===== config.mk =====
export PLATFORM = sky130hd
export DESIGN_NAME = s2p_usb_rx
export DESIGN_NICKNAME = d
export VERILOG_FILES = /design/src/rtl/s2p_usb_rx.sv
export SDC_FILE = /design/constraint.sdc
export NUM_CORES = 1
export LEC_CHECK = 0
export ABC_AREA = 1
export CORE_MARGIN = 2
export CORE_UTILIZATION = 56
export DETAILED_ROUTE_END_ITERATION = 10
export PLACE_DENSITY = 0.87
export SYNTH_ARGS = -nofsm -noshare
export SYNTH_HDL_FRONTEND = slang
export SYNTH_SLANG_ARGS = --single-unit

===== constraint.sdc =====
create_clock -name clk1x -period 6.16 [get_ports clk1x]
set_clock_uncertainty 0.1 [all_clocks]
set_input_delay 0.616 -clock clk1x [delete_from_list [all_inputs] [get_ports clk1x]]
set_output_delay 0.616 -clock clk1x [all_outputs]
set_load 0.02 [all_outputs]

===== src/rtl/s2p_usb_rx.sv =====
// USB receive-side serial-to-parallel converter: optional NRZI decode and
// bit-unstuffing, word assembly in either bit order, done/outReady handoff.
module s2p_usb_rx #(
  parameter int DATA_WIDTH = 16,
  parameter int LSB_FIRST  = 1,
  parameter int NRZI_EN    = 1,
  parameter int STUFF_EN   = 1,
  parameter int STUFF_LEN  = 6
) (
  input  logic                  clk1x,
  input  logic                  reset,
  input  logic                  receiveFlag,
  input  logic                  dataSIN,
  input  logic                  outReady,
  output logic [DATA_WIDTH-1:0] dataOut,
  output logic                  done,
  output logic                  busy,
  output logic                  stuffErr,
  output logic                  overrun
);

  localparam int CNT_W  = (DATA_WIDTH > 2) ? $clog2(DATA_WIDTH) : 1;
  localparam int ONES_W = $clog2(STUFF_LEN + 1);
  localparam logic [CNT_W-1:0]  LAST_BIT  = CNT_W'(DATA_WIDTH - 1);
  localparam logic [ONES_W-1:0] STUFF_MAX = ONES_W'(STUFF_LEN);

  typedef enum logic [1:0] {IDLE, RECV, ERR} state_t;

  state_t                state_q, state_d;
  logic [DATA_WIDTH-1:0] shift_q, shift_d;
  logic [DATA_WIDTH-1:0] data_out_q, data_out_d;
  logic [CNT_W-1:0]      bit_cnt_q, bit_cnt_d;
  logic [ONES_W-1:0]     ones_cnt_q, ones_cnt_d;
  logic                  prev_level_q, prev_level_d;
  logic                  done_q, done_d;
  logic                  stuff_err_q, stuff_err_d;
  logic                  overrun_q, overrun_d;

  logic                  run;
  logic                  dec_bit;
  logic                  prev_eff;
  logic [CNT_W-1:0]      bit_cnt_eff;
  logic [ONES_W-1:0]     ones_eff;
  logic [DATA_WIDTH-1:0] shift_next;

  always_comb begin
    state_d      = state_q;
    shift_d      = shift_q;
    data_out_d   = data_out_q;
    bit_cnt_d    = bit_cnt_q;
    ones_cnt_d   = ones_cnt_q;
    prev_level_d = prev_level_q;
    done_d       = done_q;
    stuff_err_d  = stuff_err_q;
    overrun_d    = overrun_q;
    run          = 1'b0;
    prev_eff     = prev_level_q;
    bit_cnt_eff  = bit_cnt_q;
    ones_eff     = ones_cnt_q;
    dec_bit      = 1'b0;
    shift_next   = shift_q;

    if (done_q && outReady) begin
      done_d = 1'b0;
    end

    // The opening edge of a frame is also its first data bit, so the
    // counters and NRZI reference are substituted with their fresh values.
    case (state_q)
      IDLE: begin
        if (receiveFlag) begin
          state_d     = RECV;
          stuff_err_d = 1'b0;
          overrun_d   = 1'b0;
          run         = 1'b1;
          prev_eff    = 1'b1;
          bit_cnt_eff = '0;
          ones_eff    = '0;
        end
      end
      RECV: begin
        if (receiveFlag) begin
          run = 1'b1;
        end else begin
          state_d    = IDLE;
          bit_cnt_d  = '0;
          ones_cnt_d = '0;
        end
      end
      ERR: begin
        if (!receiveFlag) begin
          state_d = IDLE;
        end
      end
      default: state_d = IDLE;
    endcase

    if (run) begin
      dec_bit      = (NRZI_EN != 0) ? (dataSIN == prev_eff) : dataSIN;
      prev_level_d = (NRZI_EN != 0) ? dataSIN : prev_eff;
      bit_cnt_d    = bit_cnt_eff;
      ones_cnt_d   = ones_eff;
      shift_next   = (LSB_FIRST != 0) ? {dec_bit, shift_q[DATA_WIDTH-1:1]}
                                      : {shift_q[DATA_WIDTH-2:0], dec_bit};

      if ((STUFF_EN != 0) && (ones_eff == STUFF_MAX)) begin
        ones_cnt_d = '0;
        if (dec_bit) begin
          stuff_err_d = 1'b1;
          state_d     = ERR;
          bit_cnt_d   = '0;
        end
      end else begin
        shift_d = shift_next;
        if (!dec_bit) begin
          ones_cnt_d = '0;
        end else if (ones_eff != STUFF_MAX) begin
          ones_cnt_d = ones_eff + 1'b1;
        end
        if (bit_cnt_eff == LAST_BIT) begin
          data_out_d = shift_next;
          done_d     = 1'b1;
          bit_cnt_d  = '0;
          if (done_q && !outReady) begin
            overrun_d = 1'b1;
          end
        end else begin
          bit_cnt_d = bit_cnt_eff + 1'b1;
        end
      end
    end
  end

  always_ff @(posedge clk1x) begin
    if (!reset) begin
      state_q      <= IDLE;
      shift_q      <= '0;
      data_out_q   <= '0;
      bit_cnt_q    <= '0;
      ones_cnt_q   <= '0;
      prev_level_q <= 1'b1;
      done_q       <= 1'b0;
      stuff_err_q  <= 1'b0;
      overrun_q    <= 1'b0;
    end else begin
      state_q      <= state_d;
      shift_q      <= shift_d;
      data_out_q   <= data_out_d;
      bit_cnt_q    <= bit_cnt_d;
      ones_cnt_q   <= ones_cnt_d;
      prev_level_q <= prev_level_d;
      done_q       <= done_d;
      stuff_err_q  <= stuff_err_d;
      overrun_q    <= overrun_d;
    end
  end

  assign dataOut  = data_out_q;
  assign done     = done_q;
  assign busy     = (state_q == RECV);
  assign stuffErr = stuff_err_q;
  assign overrun  = overrun_q;

endmodule


==> impl_metrics.env, run 1 <==
export IMPL_outcome="finished, final reports clean"
export IMPL_start_kind="input port"
export IMPL_drc=0
export IMPL_r2r_cells=13
export IMPL_rsz0062_at_grt="no"
export IMPL_ys_ff_latch=44
export IMPL_final_core_util_pct=67.54
export IMPL_drt_iter0_drc=86
export IMPL_netlist_top_cells_area="dfxtp_1 (47%), nor2_1 (16%), nand2_1 (7.0%)"
export IMPL_r2r_setup_slack_ps=3540
export IMPL_seq_power_share_pct=55.3
export IMPL_power_leakage_nw=0.9284
export IMPL_final_setup_viol_count=0
export IMPL_clk_latency_ps=360
export IMPL_fp_dieW_um=61.89
export IMPL_hold_ws_ps=377.2
export IMPL_vias=1591
export IMPL_worst_setup_path_type="in2reg"
export IMPL_cts_resized_gates=0
export IMPL_drive_above_1_share_pct=5.735
export IMPL_cts_path_max_buffers=2
export IMPL_power_per_cell_area_mw_per_mm2=247.8
export IMPL_post_route_period_util_pct=43.93
export IMPL_wl_mm=3.442
export IMPL_cts_max_level=2
export IMPL_fin_nets=290
export IMPL_numPortBuffers=24
export IMPL_pwr_share_clk_pct=34.3
export IMPL_cts_buffers=5
export IMPL_diodes=0
export IMPL_ctsRootBufferMaster="clkbuf_4"
export IMPL_hold_depth=2
export IMPL_die_h_um=61.89
export IMPL_grt_remaining_overflow=0
export IMPL_syn_area_per_cell_um2=7.360
export IMPL_register_area_um2=880.8
export IMPL_synth_edff_count=0
export IMPL_grt_pass1_vias=1319
export IMPL_areaGrowthSynthToFinish_pct=18.20
export IMPL_hold_viol=0
export IMPL_timing_rr_start="state_q[0]"
export IMPL_slew_violations=0
export IMPL_avgViaCountPerCell=4.895
export IMPL_grt_max_degree=36
export IMPL_swShare_pct=24.84
export IMPL_postCtsSetupBuffers=0
export IMPL_worst_slew_pin_slew_ps=1033
export IMPL_path_cells="clkdlybuf4s50_1 > nand2_1 > inv_1 > nor2_1 > ha_1 > nand3_2 > nand2_4 > inv_4 > nand2_4 > clkinv_4 > nor2_1 > nor2_1"
export IMPL_power_frac_comb_pct=10.3
export IMPL_cpMostUsedCell="nor2_1"
export IMPL_fill_cells=277
export IMPL_synthCells=255
export IMPL_syn_cell_area_mm2=0.001877
export IMPL_track_usage_pct=19.51
export IMPL_dp_hpwl_mm=2.340
export IMPL_end_kind="flip-flop"
export IMPL_routedWlPerCell_um=10.59
export IMPL_crit_required_ps=6320
export IMPL_irDropWorstVdd_mv=0.1377
export IMPL_yosysTopAreaCellShare_pct=46.93
export IMPL_core_area_mm2=0.003284
export IMPL_critical_path_arrival_ps=2870
export IMPL_slew_headroom_pct=30.93
export IMPL_slowest_stage="clkdlybuf4s50_1"
export IMPL_cts_hold_fix_buffers=0
export IMPL_net_switching_power_uw=136.5
export IMPL_drt_first_pass_iters=4
export IMPL_p_int_uw=413.2
export IMPL_critPathLaunch="receiveFlag"
export IMPL_yosysSeqAreaShare_pct=46.93
export IMPL_synthTopCellsByCount="nor2_1 (79), dfxtp_1 (44), nand2_1 (35)"
export IMPL_final_antenna_net_count=0
export IMPL_cts_tree="done"
export IMPL_crit_path_end="dataOut[0]"
export IMPL_path_max_fanout=19
export IMPL_synth_largest_area_cell="dfxtp_1"
export IMPL_synth_warnings=0
export IMPL_synth_async_reset_ratio_pct=0
export IMPL_maxCapViolCount=0
export IMPL_antenna_found_initial=0
export IMPL_start_util_pct=57.14
export IMPL_yosys_most_used_dff="dfxtp_1"
export IMPL_design_portCount=25
export IMPL_hold_path_class="reg2reg"
export IMPL_slowest_delay_ps=460
export IMPL_reg2reg_to="dataOut[0]"
export IMPL_cts_num_sinks=44
export IMPL_synth_cell_types=28
export IMPL_clkTransAtPathRegs_ps=120
export IMPL_grt_pass1_wl_mm=5.616
export IMPL_period_needed_ps=2706
export IMPL_synth_nets=267
export IMPL_synth_most_common_cell="nor2_1"
export IMPL_num_rows=21
export IMPL_max_freq_mhz=369.6
export IMPL_die_area_mm2=0.003830
export IMPL_finalSetupTns_ps=0
export IMPL_gp_congestion=0.8565
export IMPL_multi_input_area_um2=855.8
## per-stage QoR
| step | power (mW) | setup slack, ps | cell area [µm²] | std cells |
|---|---|---|---|---|
| after floorplan | 0.3531 | 4048 | 1877 | 255 |
| after global placement | 0.3659 | 3184 | 2128 | 317 |
| after detailed placement | 0.3668 | 3074 | 2128 | 317 |
| after CTS | 0.5524 | 3455 | 2218 | 325 |
| after global routing | 0.5755 | 3232 | 2218 | 325 |
| final | 0.5497 | 3454 | 2218 | 325 |
## how the worst min path moves through the flow
stage / slack [ps] / to / startpoint
2_1_floorplan: 340 / ones_cnt_q[0] / ones_cnt_q[0]
3_3_place_gp: 360 / stuffErr / stuffErr
3_5_place_dp: 360 / overrun / overrun
4_1_cts: 380 / ones_cnt_q[0] / ones_cnt_q[0]
5_1_grt: 400 / stuffErr / stuffErr
6_report: 380 / stuffErr / stuffErr
## per-layer routing
layer | part of all wire (%) | track usage, % | vias to the layer above
met5 | 0 | 0 | -
met4 | 1.7 | 7.295 | 0
met3 | 5.1 | 5.590 | 6
met2 | 43 | 28.12 | 42
met1 | 50 | 27.64 | 691
li1 | - | - | 852
## final cells by class
cell class,count,area share [%]
inverters,23,4.230
multi-input cells,180,38.58
well taps,46,2.594
repair buffers,24,10.83
clock buffers,6,2.312
clock inverters,2,1.748
flip-flops and latches,44,39.71
## power by group through the flow
stage	combinational (mW)	sequential [mW]	clock, mW
after floorplan	0.0447	0.308	0
after global placement	0.0555	0.310	0
after CTS	0.0568	0.304	0.192
after detailed placement	0.0565	0.310	0
after global routing	0.0655	0.306	0.204
final	0.0569	0.304	0.189
## registers in the layout, indices dropped and copies added, names as in the netlist
signal	count
stuffErr	1
bit_cnt_q	4
prev_level_q	1
ones_cnt_q	3
shift_q	15
overrun	1
done	1
dataOut	16
state_q	2
## critical path, delay by kind of cell
kind / cells / cell delay [ps]
simple gates: 7 / 1190
buf+inv: 4 / 850
fa+ha+maj: 1 / 180
## cell usage in the layout (no fill, tap or decap), drive strengths merged, types with 2 or more instances in the layout
| cell type | synthesis | layout |
|---|---|---|
| clkdlybuf4s50 | 0 | 24 |
| ha | 7 | 7 |
| nand4 | 2 | 2 |
| clkbuf | 4 | 6 |
| clkinv | 2 | 3 |
| o21ai | 31 | 31 |
| a21oi | 10 | 10 |
| inv | 21 | 21 |
| nand3 | 6 | 6 |
| nand2 | 37 | 37 |
| nor2 | 80 | 80 |
| dfxtp | 44 | 44 |
## cell families (layout without fill, tap and decap cells)
logic type | Yosys count | after routing | share of synthesized area (%)
AO/OA/AOI/OAI | 45 | 45 | 12.60
flip-flops | 44 | 44 | 46.93
AND/OR/NAND/NOR | 126 | 126 | 27.40
adder cells (fa/ha/maj) | 7 | 7 | 4.666
buffers and inverters | 31 | 55 | 7.466
XOR/XNOR | 2 | 2 | 0.9335
Power figures use the tool's default switching activity.
==> run 2, diff against run 1 <==
--- a/config.mk
+++ b/config.mk
@@ -7,9 +7,9 @@
 export LEC_CHECK = 0
 export ABC_AREA = 1
 export CORE_MARGIN = 2
-export CORE_UTILIZATION = 56
+export CORE_UTILIZATION = 48
 export DETAILED_ROUTE_END_ITERATION = 10
-export PLACE_DENSITY = 0.87
+export PLACE_DENSITY = 0.8
 export SYNTH_ARGS = -nofsm -noshare
 export SYNTH_HDL_FRONTEND = slang
 export SYNTH_SLANG_ARGS = --single-unit
==> constraint.sdc (replaced) <==
create_clock -name clk1x -period 2.17 [get_ports clk1x]
set_clock_uncertainty 0.1 [all_clocks]
set_input_delay 0.217 -clock clk1x [delete_from_list [all_inputs] [get_ports clk1x]]
set_output_delay 0.217 -clock clk1x [all_outputs]
set_load 0.02 [all_outputs]
==> impl_metrics.env, run 2 (synthesis gave the netlist of run 1 again) <==
export IMPL_final_antenna_net_count=0
export IMPL_antenna_found_initial=0
export IMPL_worst_slew_pin_slew_ps=283.2
export IMPL_areaGrowthSynthToFinish_pct=24.87
export IMPL_die_area_mm2=0.004426
export IMPL_power_leakage_nw=0.9874
export IMPL_finalSetupTns_ps=0
export IMPL_wl_mm=3.561
export IMPL_hold_depth=2
export IMPL_drc=0
export IMPL_num_rows=22
export IMPL_clkTransAtPathRegs_ps=80
export IMPL_slew_violations=0
export IMPL_power_total_mw=1.576
export IMPL_gp_congestion=0.9589
export IMPL_layout_common_cells="nor2_1 (78), dfxtp_1 (42), nand2_1 (34), clkdlybuf4s50_1 (24), o21ai_0 (21)"
export IMPL_grt_pass1_wl_mm=6.375
export IMPL_grt_max_degree=32
export IMPL_grt_pass1_vias=1495
export IMPL_max_freq_mhz=499.9
export IMPL_final_common_cell="nor2_1"
export IMPL_end_kind="flip-flop"
export IMPL_cts_buffers=5
export IMPL_crit_required_ps=2260
export IMPL_avgViaCountPerCell=4.873
export IMPL_path_max_fanout=8
export IMPL_vias=1652
export IMPL_routedWlPerCell_um=10.50
export IMPL_drt_iter0_drc=110
export IMPL_cts_max_level=2
export IMPL_cts_num_sinks=44
export IMPL_critPathLaunch="state_q[0]"
export IMPL_post_route_period_util_pct=92.18
export IMPL_placed_cell_area_mm2=0.002206
export IMPL_ctsRootBufferMaster="clkbuf_8"
export IMPL_fill_cells=321
export IMPL_fin_cells=339
export IMPL_diodes=0
export IMPL_period_needed_ps=2000
export IMPL_track_usage_pct=18.53
export IMPL_critical_path_arrival_ps=2090
export IMPL_outcome="finished, final reports clean"
export IMPL_path_cells="inv_1 > ha_2 > nand2_4 > nand2_1 > inv_1 > ha_1 > nand3_1 > nor2_2 > nand2_4 > buf_4 > o21ai_0 > nor2_1"
export IMPL_power_per_cell_area_mw_per_mm2=672.7
export IMPL_design_portCount=25
export IMPL_rsz0062_at_grt="no"
export IMPL_fp_dieW_um=66.53
export IMPL_irDropWorstVdd_mv=0.3165
export IMPL_cts_hold_fix_buffers=0
export IMPL_grt_remaining_overflow=0
export IMPL_worst_setup_path_type="reg2reg"
export IMPL_largest_register_ffs=16
export IMPL_dp_cells=329
export IMPL_die_h_um=66.53
export IMPL_final_setup_viol_count=0
export IMPL_r2r_cells=12
export IMPL_core_area_mm2=0.003716
export IMPL_slew_headroom_pct=81.00
export IMPL_hold_path_class="reg2reg"
export IMPL_slowest_stage="dfxtp_2"
export IMPL_drt_first_pass_iters=4
export IMPL_timing_rr_start="state_q[0]"
export IMPL_fin_nets=302
export IMPL_dp_hpwl_mm=2.552
export IMPL_final_core_util_pct=63.06
export IMPL_start_util_pct=50.51
export IMPL_drive_above_1_share_pct=11.68
export IMPL_maxCapViolCount=0
export IMPL_cts_tree="done"
export IMPL_slowest_delay_ps=350
export IMPL_start_kind="flip-flop"
export IMPL_clk_latency_ps=290
export IMPL_numPortBuffers=24
export IMPL_cts_path_max_buffers=2
export IMPL_hold_viol=0
export IMPL_postLayoutCellArea_mm2=0.002344
export IMPL_worstHoldStart="overrun"
==> run 2: cell types whose count changed in the layout (fill, tap and decap cells not counted), moves of 2 or more <==
cell        previous run  this run
clkbuf_4               5         0
dfxtp_1               44        42
dfxtp_2                0         2
clkinv_4               2         0
clkinvlp_4             0         2
clkbuf_8               1         6
buf_4                  0        11
==> run 2: power by group <==
group          switching [mW]  internal (mW)
logic                   0.114         0.0700
registers              0.0223          0.841
clock network           0.272          0.257
total                   0.408           1.17
==> run 2: path summary, 6_finish.rpt <==
kind,slack (ps),endpoint
hold / removal,380,overrun
setup / recovery,170,dataOut[5]
hold reg to reg,380,overrun
setup reg to reg,170,dataOut[5]
==> run 2: area by class of cell <==
cell class | count | area, µm² | area share (%)
clock buffer | 6 | 82.58 | 3.524
clock inverter | 2 | 15.01 | 0.6407
inverter | 23 | 96.34 | 4.111
multi-input combinational | 180 | 872.1 | 37.21
sequential | 44 | 883.3 | 37.69
tap | 48 | 60.06 | 2.563
timing repair buffer | 36 | 334.1 | 14.26
==> run 2: layer usage <==
metal  track usage (%)  vias up  share of wire (%)  wire [µm]
met5                 0        -                  0          0
met4             7.653        0                1.7         60
met3             3.547        6                4.0        143
met2             29.50       36                 45       1594
met1             24.60      731                 49       1762
li1                  -      879                  -          -
==> run 2: through the flow <==
stage | setup slack, ps | hold slack (ps)
after floorplan | 73.75 | 247.4
after global placement | 10.32 | 350.8
after detailed placement | -28.60 | 368.2
after CTS | 32.41 | 380.8
after global routing | 4.057 | 415.2
final | 169.7 | 376.9
==> run 2: critical path, delay by kind of cell (launching register included) <==
kind                       cells  cell delay, ps
and+or+nand+nor                6             630
AOI/OAI and AO/OA              1             130
DFF                            1             350
adders and majority gates      2             370
buffers and inverters          3             300
==> run 2: repair_timing <==
action,CTS,global route
pin swaps,0,3
setup buffers,0,2
setup endpoints to repair,9,38
gates resized for setup,1,8
